File: config.mk
export PLATFORM = sky130hd
export DESIGN_NAME = pi_multi_axis_controller
export DESIGN_NICKNAME = d
export VERILOG_FILES = /design/src/rtl/pi_mc_pkg.sv /design/src/rtl/pi_mc_saturate.sv /design/src/rtl/pi_multi_axis_controller.sv
export SDC_FILE = /design/constraint.sdc
export NUM_CORES = 2
export LEC_CHECK = 0
export BUFFER_PORTS_ARGS = -buffer_cell sky130_fd_sc_hd__buf_4
export CORE_MARGIN = 2
export CORE_UTILIZATION = 60
export CTS_BUF_LIST = sky130_fd_sc_hd__clkbuf_8
export DETAILED_ROUTE_END_ITERATION = 16
export PLACE_DENSITY_LB_ADDON = 0.3
export SLEW_MARGIN = 15
export SYNTH_ARGS = -nofsm -noshare
export SYNTH_HDL_FRONTEND = slang
export SYNTH_SLANG_ARGS = --single-unit
File: constraint.sdc
create_clock -name clk -period 12.6 [get_ports clk]
set_input_delay 0.63 -clock clk [delete_from_list [all_inputs] [get_ports clk]]
set_output_delay 0.63 -clock clk [all_outputs]
set_load 0.005 [all_outputs]
File: src/rtl/pi_mc_pkg.sv
// Shared types and width helpers for the multi-axis PI controller.
// The FSM enum, the default gain fraction width and the datapath width derivations live here.
package pi_mc_pkg;

  typedef enum logic [2:0] {
    IDLE,
    ERR,
    PMUL,
    IMUL,
    OUT,
    DONE
  } state_t;

  localparam int FRAC_DEFAULT = 8;

  // Width of one gain*value product.
  // Two such products can be summed without overflow.
  function automatic int prod_width(input int gain_w, input int data_w);
    return gain_w + data_w + 2;
  endfunction

  function automatic int ch_width(input int nch);
    return (nch > 1) ? $clog2(nch) : 1;
  endfunction

endpackage

File: src/rtl/pi_mc_saturate.sv
// Signed clamp of a wide value into [MIN_V, MAX_V], narrowed to OUT_W bits.
// Used by the error, integrator and output stages of the PI controller.
module pi_mc_saturate #(
  parameter int                     IN_W  = 33,
  parameter int                     OUT_W = 32,
  parameter logic signed [IN_W-1:0] MAX_V = '0,
  parameter logic signed [IN_W-1:0] MIN_V = '0
) (
  input  logic signed [IN_W-1:0]  din,
  output logic signed [OUT_W-1:0] dout
);

  always_comb begin
    if (din > MAX_V) begin
      dout = MAX_V[OUT_W-1:0];
    end else if (din < MIN_V) begin
      dout = MIN_V[OUT_W-1:0];
    end else begin
      dout = din[OUT_W-1:0];
    end
  end

endmodule

File: src/rtl/pi_multi_axis_controller.sv
// Time-multiplexed PI speed controller for NCH axes.
// One shared multiplier is used; each channel takes a 4-cycle slot: ERR, PMUL, IMUL, OUT.
module pi_multi_axis_controller
  import pi_mc_pkg::*;
#(
  parameter int NCH       = 4,
  parameter int DATA_W    = 32,
  parameter int GAIN_W    = 16,
  parameter int FRAC      = FRAC_DEFAULT,
  parameter int OUT_W     = 16,
  parameter int CMD_MAX   = 10000,
  parameter int INT_LIMIT = 2**30
) (
  input  logic                    clk,
  input  logic                    reset_n,
  input  logic                    sample_en,
  input  logic [NCH-1:0]          ch_enable,
  input  logic [NCH*DATA_W-1:0]   desired_speed,
  input  logic [NCH*DATA_W-1:0]   actual_speed,
  input  logic [NCH*GAIN_W-1:0]   kp_vec,
  input  logic [NCH*GAIN_W-1:0]   ki_vec,
  output logic [NCH*OUT_W-1:0]    control_out,
  output logic [NCH-1:0]          sat_hi,
  output logic [NCH-1:0]          sat_lo,
  output logic                    busy,
  output logic                    done,
  output logic                    overrun
);

  localparam int PW = prod_width(GAIN_W, DATA_W);
  localparam int CW = ch_width(NCH);
  localparam int EW = DATA_W + 1;

  localparam logic signed [EW-1:0] ERR_MAX = {2'b00, {(DATA_W-1){1'b1}}};
  localparam logic signed [EW-1:0] ERR_MIN = {2'b11, {(DATA_W-1){1'b0}}};
  localparam logic signed [EW-1:0] INT_MAX = EW'(INT_LIMIT);
  localparam logic signed [EW-1:0] INT_MIN = -EW'(INT_LIMIT);
  localparam logic signed [PW-1:0] CMD_HI  = PW'(CMD_MAX);
  localparam logic signed [PW-1:0] CMD_LO  = -PW'(CMD_MAX);

  state_t state, state_nxt;
  logic [CW-1:0] ch;
  logic          last_ch;

  logic signed [DATA_W-1:0] sp_q    [NCH];
  logic signed [DATA_W-1:0] fb_q    [NCH];
  logic signed [DATA_W-1:0] integ_q [NCH];
  logic [GAIN_W-1:0]        kp_q    [NCH];
  logic [GAIN_W-1:0]        ki_q    [NCH];
  logic signed [OUT_W-1:0]  cmd_q   [NCH];
  logic [NCH-1:0]           en_q;
  logic signed [DATA_W-1:0] err_q;
  logic signed [PW-1:0]     acc_q;

  logic signed [EW-1:0]     diff, int_sum;
  logic signed [DATA_W-1:0] err_sat, int_sat;
  logic [GAIN_W-1:0]        mul_a;
  logic signed [DATA_W-1:0] mul_b;
  logic signed [PW-1:0]     mul_p, u;
  logic signed [OUT_W-1:0]  u_sat;
  logic                     hold;

  assign last_ch = (ch == CW'(NCH - 1));

  assign diff    = {sp_q[ch][DATA_W-1], sp_q[ch]} - {fb_q[ch][DATA_W-1], fb_q[ch]};
  assign int_sum = {integ_q[ch][DATA_W-1], integ_q[ch]} + {err_q[DATA_W-1], err_q};

  // Anti-windup: stop integrating further into a saturated output.
  assign hold = (sat_hi[ch] && !err_q[DATA_W-1] && (err_q != '0)) ||
                (sat_lo[ch] && err_q[DATA_W-1]);

  assign mul_a = (state == IMUL) ? ki_q[ch] : kp_q[ch];
  assign mul_b = (state == IMUL) ? integ_q[ch] : err_q;
  assign mul_p = $signed({{(PW-GAIN_W){1'b0}}, mul_a}) *
                 $signed({{(PW-DATA_W){mul_b[DATA_W-1]}}, mul_b});

  assign u = acc_q >>> FRAC;

  pi_mc_saturate #(.IN_W(EW), .OUT_W(DATA_W), .MAX_V(ERR_MAX), .MIN_V(ERR_MIN))
    u_err_sat (.din(diff), .dout(err_sat));

  pi_mc_saturate #(.IN_W(EW), .OUT_W(DATA_W), .MAX_V(INT_MAX), .MIN_V(INT_MIN))
    u_int_sat (.din(int_sum), .dout(int_sat));

  pi_mc_saturate #(.IN_W(PW), .OUT_W(OUT_W), .MAX_V(CMD_HI), .MIN_V(CMD_LO))
    u_out_sat (.din(u), .dout(u_sat));

  for (genvar k = 0; k < NCH; k++) begin : g_pack
    assign control_out[k*OUT_W +: OUT_W] = cmd_q[k];
  end

  always_ff @(posedge clk or negedge reset_n) begin
    if (!reset_n) state <= IDLE;
    else          state <= state_nxt;
  end

  always_comb begin
    state_nxt = state;
    case (state)
      IDLE:    if (sample_en) state_nxt = ERR;
      ERR:     state_nxt = PMUL;
      PMUL:    state_nxt = IMUL;
      IMUL:    state_nxt = OUT;
      OUT:     state_nxt = last_ch ? DONE : ERR;
      DONE:    state_nxt = IDLE;
      default: state_nxt = IDLE;
    endcase
  end

  // Inputs are snapshotted at the start strobe so the whole sweep sees one consistent sample.
  always_ff @(posedge clk or negedge reset_n) begin
    if (!reset_n) begin
      ch      <= '0;
      en_q    <= '0;
      err_q   <= '0;
      acc_q   <= '0;
      sat_hi  <= '0;
      sat_lo  <= '0;
      busy    <= 1'b0;
      done    <= 1'b0;
      overrun <= 1'b0;
      for (int k = 0; k < NCH; k++) begin
        sp_q[k]    <= '0;
        fb_q[k]    <= '0;
        integ_q[k] <= '0;
        kp_q[k]    <= '0;
        ki_q[k]    <= '0;
        cmd_q[k]   <= '0;
      end
    end else begin
      done <= (state == DONE);
      if (sample_en && busy) overrun <= 1'b1;
      case (state)
        IDLE: begin
          if (sample_en) begin
            ch   <= '0;
            busy <= 1'b1;
            en_q <= ch_enable;
            for (int k = 0; k < NCH; k++) begin
              sp_q[k] <= desired_speed[k*DATA_W +: DATA_W];
              fb_q[k] <= actual_speed[k*DATA_W +: DATA_W];
              kp_q[k] <= kp_vec[k*GAIN_W +: GAIN_W];
              ki_q[k] <= ki_vec[k*GAIN_W +: GAIN_W];
            end
          end
        end
        ERR:  err_q <= err_sat;
        PMUL: begin
          acc_q <= mul_p;
          if (!en_q[ch])  integ_q[ch] <= '0;
          else if (!hold) integ_q[ch] <= int_sat;
        end
        IMUL: acc_q <= acc_q + mul_p;
        OUT: begin
          if (en_q[ch]) begin
            cmd_q[ch]  <= u_sat;
            sat_hi[ch] <= (u > CMD_HI);
            sat_lo[ch] <= (u < CMD_LO);
          end else begin
            cmd_q[ch]  <= '0;
            sat_hi[ch] <= 1'b0;
            sat_lo[ch] <= 1'b0;
          end
          if (!last_ch) ch <= ch + 1'b1;
        end
        DONE:    busy <= 1'b0;
        default: ;
      endcase
    end
  end

endmodule

# After elaboration in Yosys (flattened, before gate mapping)
# Cells that the tools add are included.
# op_classes
mul	1
n_bitwise	8
n_eq_ne	9
n_mux	53
magnitude_cmp	10
reduce_logical	17
addsub	4
# op_table
op	count
$mux 32	12
$mux 128	2
$bmux 32 s2	3
$and 128x128->128	1
$bwmux 128	1
$mux 16	8
$not 128->128	1
$pmux 50 s2	1
$gt 33x32->1 const B	2
$and 64x64->64	1
$bmux 16 s2	2
$bwmux 64	1
$demux 32 s2	1
$mux 64	1
$not 64->64	1
$add 50x49->50	1
$mul 17x32->49	1
$gt 42x15->1 const B	1
$lt 42x15->1 const B	1
$add 32x32->33	1
$lt 33x31->1 const B	1
$lt 33x32->1 const B	1
$sub 32x32->33	1
$demux 16 s2	1
31 further kinds	55
# totals
ff_bits	678
output_inout_bits	75
in_bits	391
word_cells	136

# Depth between registers and ports, before layout
# depth
word_depth	11
ltp_mapped	42
mapped_depth_nobuf	38

# Modules after synthesis
# Synthesis repeated with hierarchy kept, for this count alone.
# unflattened
hier_cells	5207
area_unflattened_um2	54935.2
# modules_own_cells
module	seq_area_each_um2	cells_per_inst	area_per_inst_um2	n_inst
pi_multi_axis_controller	16966.3	5005	53724.0	1
pi_mc_saturate at u_err_sat	0.0	104	504.2	1
pi_mc_saturate at u_out_sat	0.0	59	395.4	1
pi_mc_saturate at u_int_sat	0.0	39	311.5	1

# Least setup slack after synthesis
# No wires, ideal clock.
# synth_path
kind	register -> register
start	reg ch[0]
end	reg acc_q[34]
setup_ns	0.141
synth_period_minus_slack_ns	10.075
stages_incl_launch_ff	40
t_arrival_ns	9.934
path_buffers	5
setup_slack_ns	2.525
required_ns	12.459
cell_sequence	dfrtp_1 > buf_2 > buf_1 > clkbuf_1 > mux4_2 > mux2i_1 > clkbuf_1 > nor2_1 > fa_1 > inv_1 > fa_1 > fa_1 > fa_1 > inv_1 > fa_1 > inv_1 > fa_1 > inv_1 > [... 4 more ...] > o21ai_0 > a21o_1 > a21oi_1 > o21bai_1 > a21oi_1 > xnor2_1 > ha_1 > clkbuf_1 > a21o_1 > a21oi_1 > o21ai_0 > a211oi_1 > o21ai_0 > a2111oi_0 > o31ai_1 > xor2_1 > nand2_1 > a31oi_1
# synth_between
elab_chain_len	8
word_cells_on_any_way	15
classes_between	add/sub: 1; mul: 1; mux: 12; bitwise: 1
# synth_rtl
item	line_no	rtl
start: declaration	pi_multi_axis_controller.sv:42	logic [CW-1:0] ch;
start signal: assignment	pi_multi_axis_controller.sv:164	if (!last_ch) ch <= ch + 1'b1;
$not 2->3 (not written as such) *	pi_multi_axis_controller.sv:72, pi_multi_axis_controller.sv:73	
$bmux 16 s2 / $bmux 32 s2 (equally long branches)	pi_multi_axis_controller.sv:72, pi_multi_axis_controller.sv:73	
$mux 16 (not written as such) / $mux 32 (equally long branches) (2 in series)	pi_multi_axis_controller.sv:72, pi_multi_axis_controller.sv:73	
$mux 16 / $mux 32 (equally long branches)	pi_multi_axis_controller.sv:72, pi_multi_axis_controller.sv:73	
$mul 17x32->49 *	pi_multi_axis_controller.sv:74	assign mul_p = $signed({{(PW-GAIN_W){1'b0}}, mul_a}) *
$add 50x49->50	pi_multi_axis_controller.sv:153	IMUL: acc_q <= acc_q + mul_p;
$pmux 50 s2 *	pi_multi_axis_controller.sv:133	case (state)
end signal: assignment	pi_multi_axis_controller.sv:149	acc_q <= mul_p;
end signal: assignment	pi_multi_axis_controller.sv:153	
end: declaration	pi_multi_axis_controller.sv:53	logic signed [PW-1:0] acc_q;
# Every way passes the cells marked *; elsewhere a longest branch is shown, timed or not. The select of a mux whose other input is x is not followed.
# A chain may end at the register's enable or synchronous reset.

# Final worst setup path
# layout_path
start	reg state[1]
end	reg acc_q[48]
# layout_between
elab_chain_len	5
word_cells_on_any_way	8
classes_between	add/sub: 1; mul: 1; eq/ne: 2; mux: 3; reduce/logical: 1
# layout_rtl
item	line_no	rtl
start: declaration	pi_multi_axis_controller.sv:41	state_t state, state_nxt;
start signal: assignment	pi_multi_axis_controller.sv:94	else state <= state_nxt;
$eq 3x2->1	pi_multi_axis_controller.sv:72, pi_multi_axis_controller.sv:73, pi_multi_axis_controller.sv:133	
$mux 16 / $mux 32 (equally long branches)	pi_multi_axis_controller.sv:72, pi_multi_axis_controller.sv:73	
$mul 17x32->49	pi_multi_axis_controller.sv:74	
$add 50x49->50	pi_multi_axis_controller.sv:153	
$pmux 50 s2	pi_multi_axis_controller.sv:133	
# Several ways; a longest one is shown, not always the timed one.

==> flow_summary.yaml <==
synth:
  net_count_of_the_mapped_netlist: 6932
  synth-seq-cells: 678
  count_of_cell_types_in_the_netlist: 80
  synth_enable_flop_cells: 0
  synthesis.area_per_instance_sq_um: 9.226
  synth-main-ff-cell: "dfrtp_1"
  proportion_of_synthesized_flip_flops_having_asynchronous_set_or_reset: 1.000
  seq_area_frac_synth: 0.3166
  synthesis.instances: 5809
  yosys_warnings: 0
  synth.cell_area_sq_um: 53600
clock_tree:
  cts-root-to-sink-buffers: 3
  cts_resized: 0
  root_buffer: "clkbuf_8"
  tritoncts: "done"
  holdBufCountCts: 303
  clkTransAtPathRegs_ns: 0.07
  worst_skew_late_latency_ns: 0.86
  clkSinkCount: 678
  htree_num_levels: 3
  numCtsBuffers: 112
  post_cts_buffers: 0
grt:
  global_route.usage.total: 0.3713
  grt_overflow: 0
  grt_antenna_before_repair: 10
  first_global_vias: 48020
  grt_start_max_net_pins: 210
  grt_first_pass_wirelength_microns: 263900
setup_path:
  startpoint_to_endpoint_class_of_the_critical_path: "reg -> reg"
  cpMostUsedCell: "fa_1"
  worstSetupStartpointType: "flop"
  critPathBufInv: 5
  cp_max_fo: 43
  worstPathArrival_ns: 11.55
  worstPathRequired_ns: 13.27
  timing.critical_path.slowest_cell_delay_ns: 0.71
  end_kind: "flop"
  timing.critical_path.max_delay_family: "adder cells"
  cp_slowest_cell: "o31ai_1"
floorplan:
  io_pins: 466
  die_area_sq_um: 91730
  floorplan.core_area_sq_um: 88510
  num_rows: 109
  die_height_microns: 302.9
  start_util: 0.6055
  die_w_microns: 302.9
cells_and_area:
  layout-drive-gt1-share: 0.1359
  design.final.nets: 7566
  area.growth.synth_to_final_pct: 18.10
routing:
  num_vias: 46470
  wirelength_microns: 168600
  initialDrtViolationCount: 5018
  avgViaCountPerCell: 6.032
  drtPass1Iterations: 8
  number_of_drc_violations_after_detailed_routing: 0
  postRouteAntennaNets: 0
  wire_per_inst_microns: 21.88
sta:
  worst_slew_pin_slew_ns: 1.327
  number_of_endpoints_failing_setup_at_the_final_stage: 0
  finalHoldViolCount: 0
  drv_slew: 0
  clock-skew-final_ns: 0.08547
  rsz0062_at_grt: "false"
  fin_setup_tns_ns: 0
  period_share: 0.8635
  maxSlewHeadroom: 0.1153
  finalWorstPathRequiredPeriod_ns: 10.88
  fmax_mhz: 91.91
placed_design:
  gp_congestion: 0.9694
  placement.io_buffers: 465
  dp_hpwl_microns: 116500
job:
  total_of_max_cap_violations: 0
hold_path:
  hp-class: "in -> reg"
status:
  outcome: "finished, final reports clean"
-- registers in the layout, summed over array words and instances, names as in the netlist, 32 cells and up --
signal       flops
kp_q            64
fb_q           128
sp_q           128
control_out     64
integ_q        128
err_q           32
ki_q            64
acc_q           50
-- per-stage QoR --
stage	hold slack [ns]	area (sq um)	setup slack, ns	utilization	cells
final	0.01612	63300	1.720	0.7151	7704
after global routing	0.01023	63290	1.109	0.7150	7701
after CTS	0.0001629	63270	1.829	0.7148	7692
after detailed placement	0.4495	57870	1.902	0.6538	7191
after global placement	0.4430	57870	2.082	0.6538	7191
after floorplan	0.3344	53600	2.525	-	5809
-- cell usage in the layout, fill, tap and decap left out, types with 8 or more instances in the layout --
master         Yosys  final
a21oi_1          170    170
nand2_1         1706   1703
mux4_2           130    130
nand3_1           29     29
dfrtp_1          678    675
mux2i_1           61     56
o21a_1            22     22
o21bai_1          28     28
clkbuf_8           0    141
fa_1             492    492
nor3_1            26     26
o21ai_1           29     29
and2_1            28     28
xor2_1            53     53
nor2_1           294    294
maj3_1            16     16
inv_1            652    695
buf_4              0    508
diode_2            0     12
nand4_1           37     37
o31ai_1           15     15
a211oi_1          21     21
and3_1            16     16
mux2_2            48     48
ha_1             240    237
a22o_1            37     37
a211o_1            9      9
xnor2_1           97     97
a32o_1           120    120
o211ai_1           8      8
a21o_1            99     99
dlygate4sd3_1      0    303
nor2b_1           17     16
o21ai_0          162    162
nor4_1            18     18
or2_2              8      8
a31oi_1           30     30
nand2b_1          23     22
-- metal layers --
metal  vias up  track usage  part of all wire
li1      20220            -                 -
met1     22960       0.4762              0.37
met2      2701       0.5958              0.47
met3       588      0.08221             0.097
met4         2       0.1935             0.059
met5         -            0          0.000077
-- path summary, 6_finish.rpt --
check | slack (ns) | startpoint | cells after the start | endpoint
setup / recovery | 1.72 | state[1] | 34 | acc_q[48]
hold / removal | 0.02 | actual_speed[50] | 3 | fb_q[82]
setup reg to reg | 1.72 | state[1] | 34 | acc_q[48]
hold reg to reg | 0.46 | overrun | 1 | overrun
max in group asynchronous | 9.50 | reset_n | 4 | ch[0]
min in group asynchronous | 0.49 | reset_n | 2 | control_out[34]
-- kinds of logic after synthesis --
logic type / Yosys count / share of synthesized area
buffers and inverters: 949 / 0.06822
AND/OR/NAND/NOR: 2229 / 0.1663
multiplexers: 239 / 0.07611
flip-flops: 678 / 0.3166
XOR/XNOR: 151 / 0.02482
adder cells (fa/ha/maj): 748 / 0.2428
AO/OA/AOI/OAI: 815 / 0.1052
-- synth_stat cells (17+ instances only) --
master,n,area share
nor2b_1,17,0.0020
a32o_1,120,0.022
xor2_1,53,0.0087
a21o_1,99,0.014
o21ai_1,29,0.0027
buf_1,25,0.0018
inv_1,652,0.046
o21a_1,22,0.0031
o21bai_1,28,0.0039
o21ai_0,162,0.015
nor3_1,26,0.0024
nand2b_1,23,0.0027
a21oi_1,170,0.016
clkbuf_1,251,0.018
and2_1,28,0.0033
fa_1,492,0.18
nor2_1,294,0.021
mux4_2,130,0.055
a211oi_1,21,0.0029
nor4_1,18,0.0021
nand4_1,37,0.0043
mux2_2,48,0.010
xnor2_1,97,0.016
a22o_1,37,0.0060
dfrtp_1,678,0.32
nand2_1,1706,0.12
a31oi_1,30,0.0035
ha_1,240,0.056
nand3_1,29,0.0027
mux2i_1,61,0.011
-- final cells by class --
| type | instances | area [sq um] |
|---|---|---|
| Multi-Input combinational cell | 4182 | 33080 |
| Fill cell | 6206 | 25210 |
| Sequential cell | 678 | 16980 |
| Timing Repair Buffer | 816 | 6942 |
| Inverter | 653 | 2451 |
| Clock buffer | 141 | 1941 |
| Tap cell | 1165 | 1458 |
| Clock inverter | 57 | 422.9 |
| Antenna cell | 12 | 30.03 |
-- tightest hold or removal path: cells and delay by family --
kind	cells	cell delay, ns
AND/OR/NAND/NOR	2	0.09
buffers and inverters	1	0.08
Power is left out: the tool's default activity adds up to more than one toggle a clock period on the data nets, which glitch-free logic cannot reach.
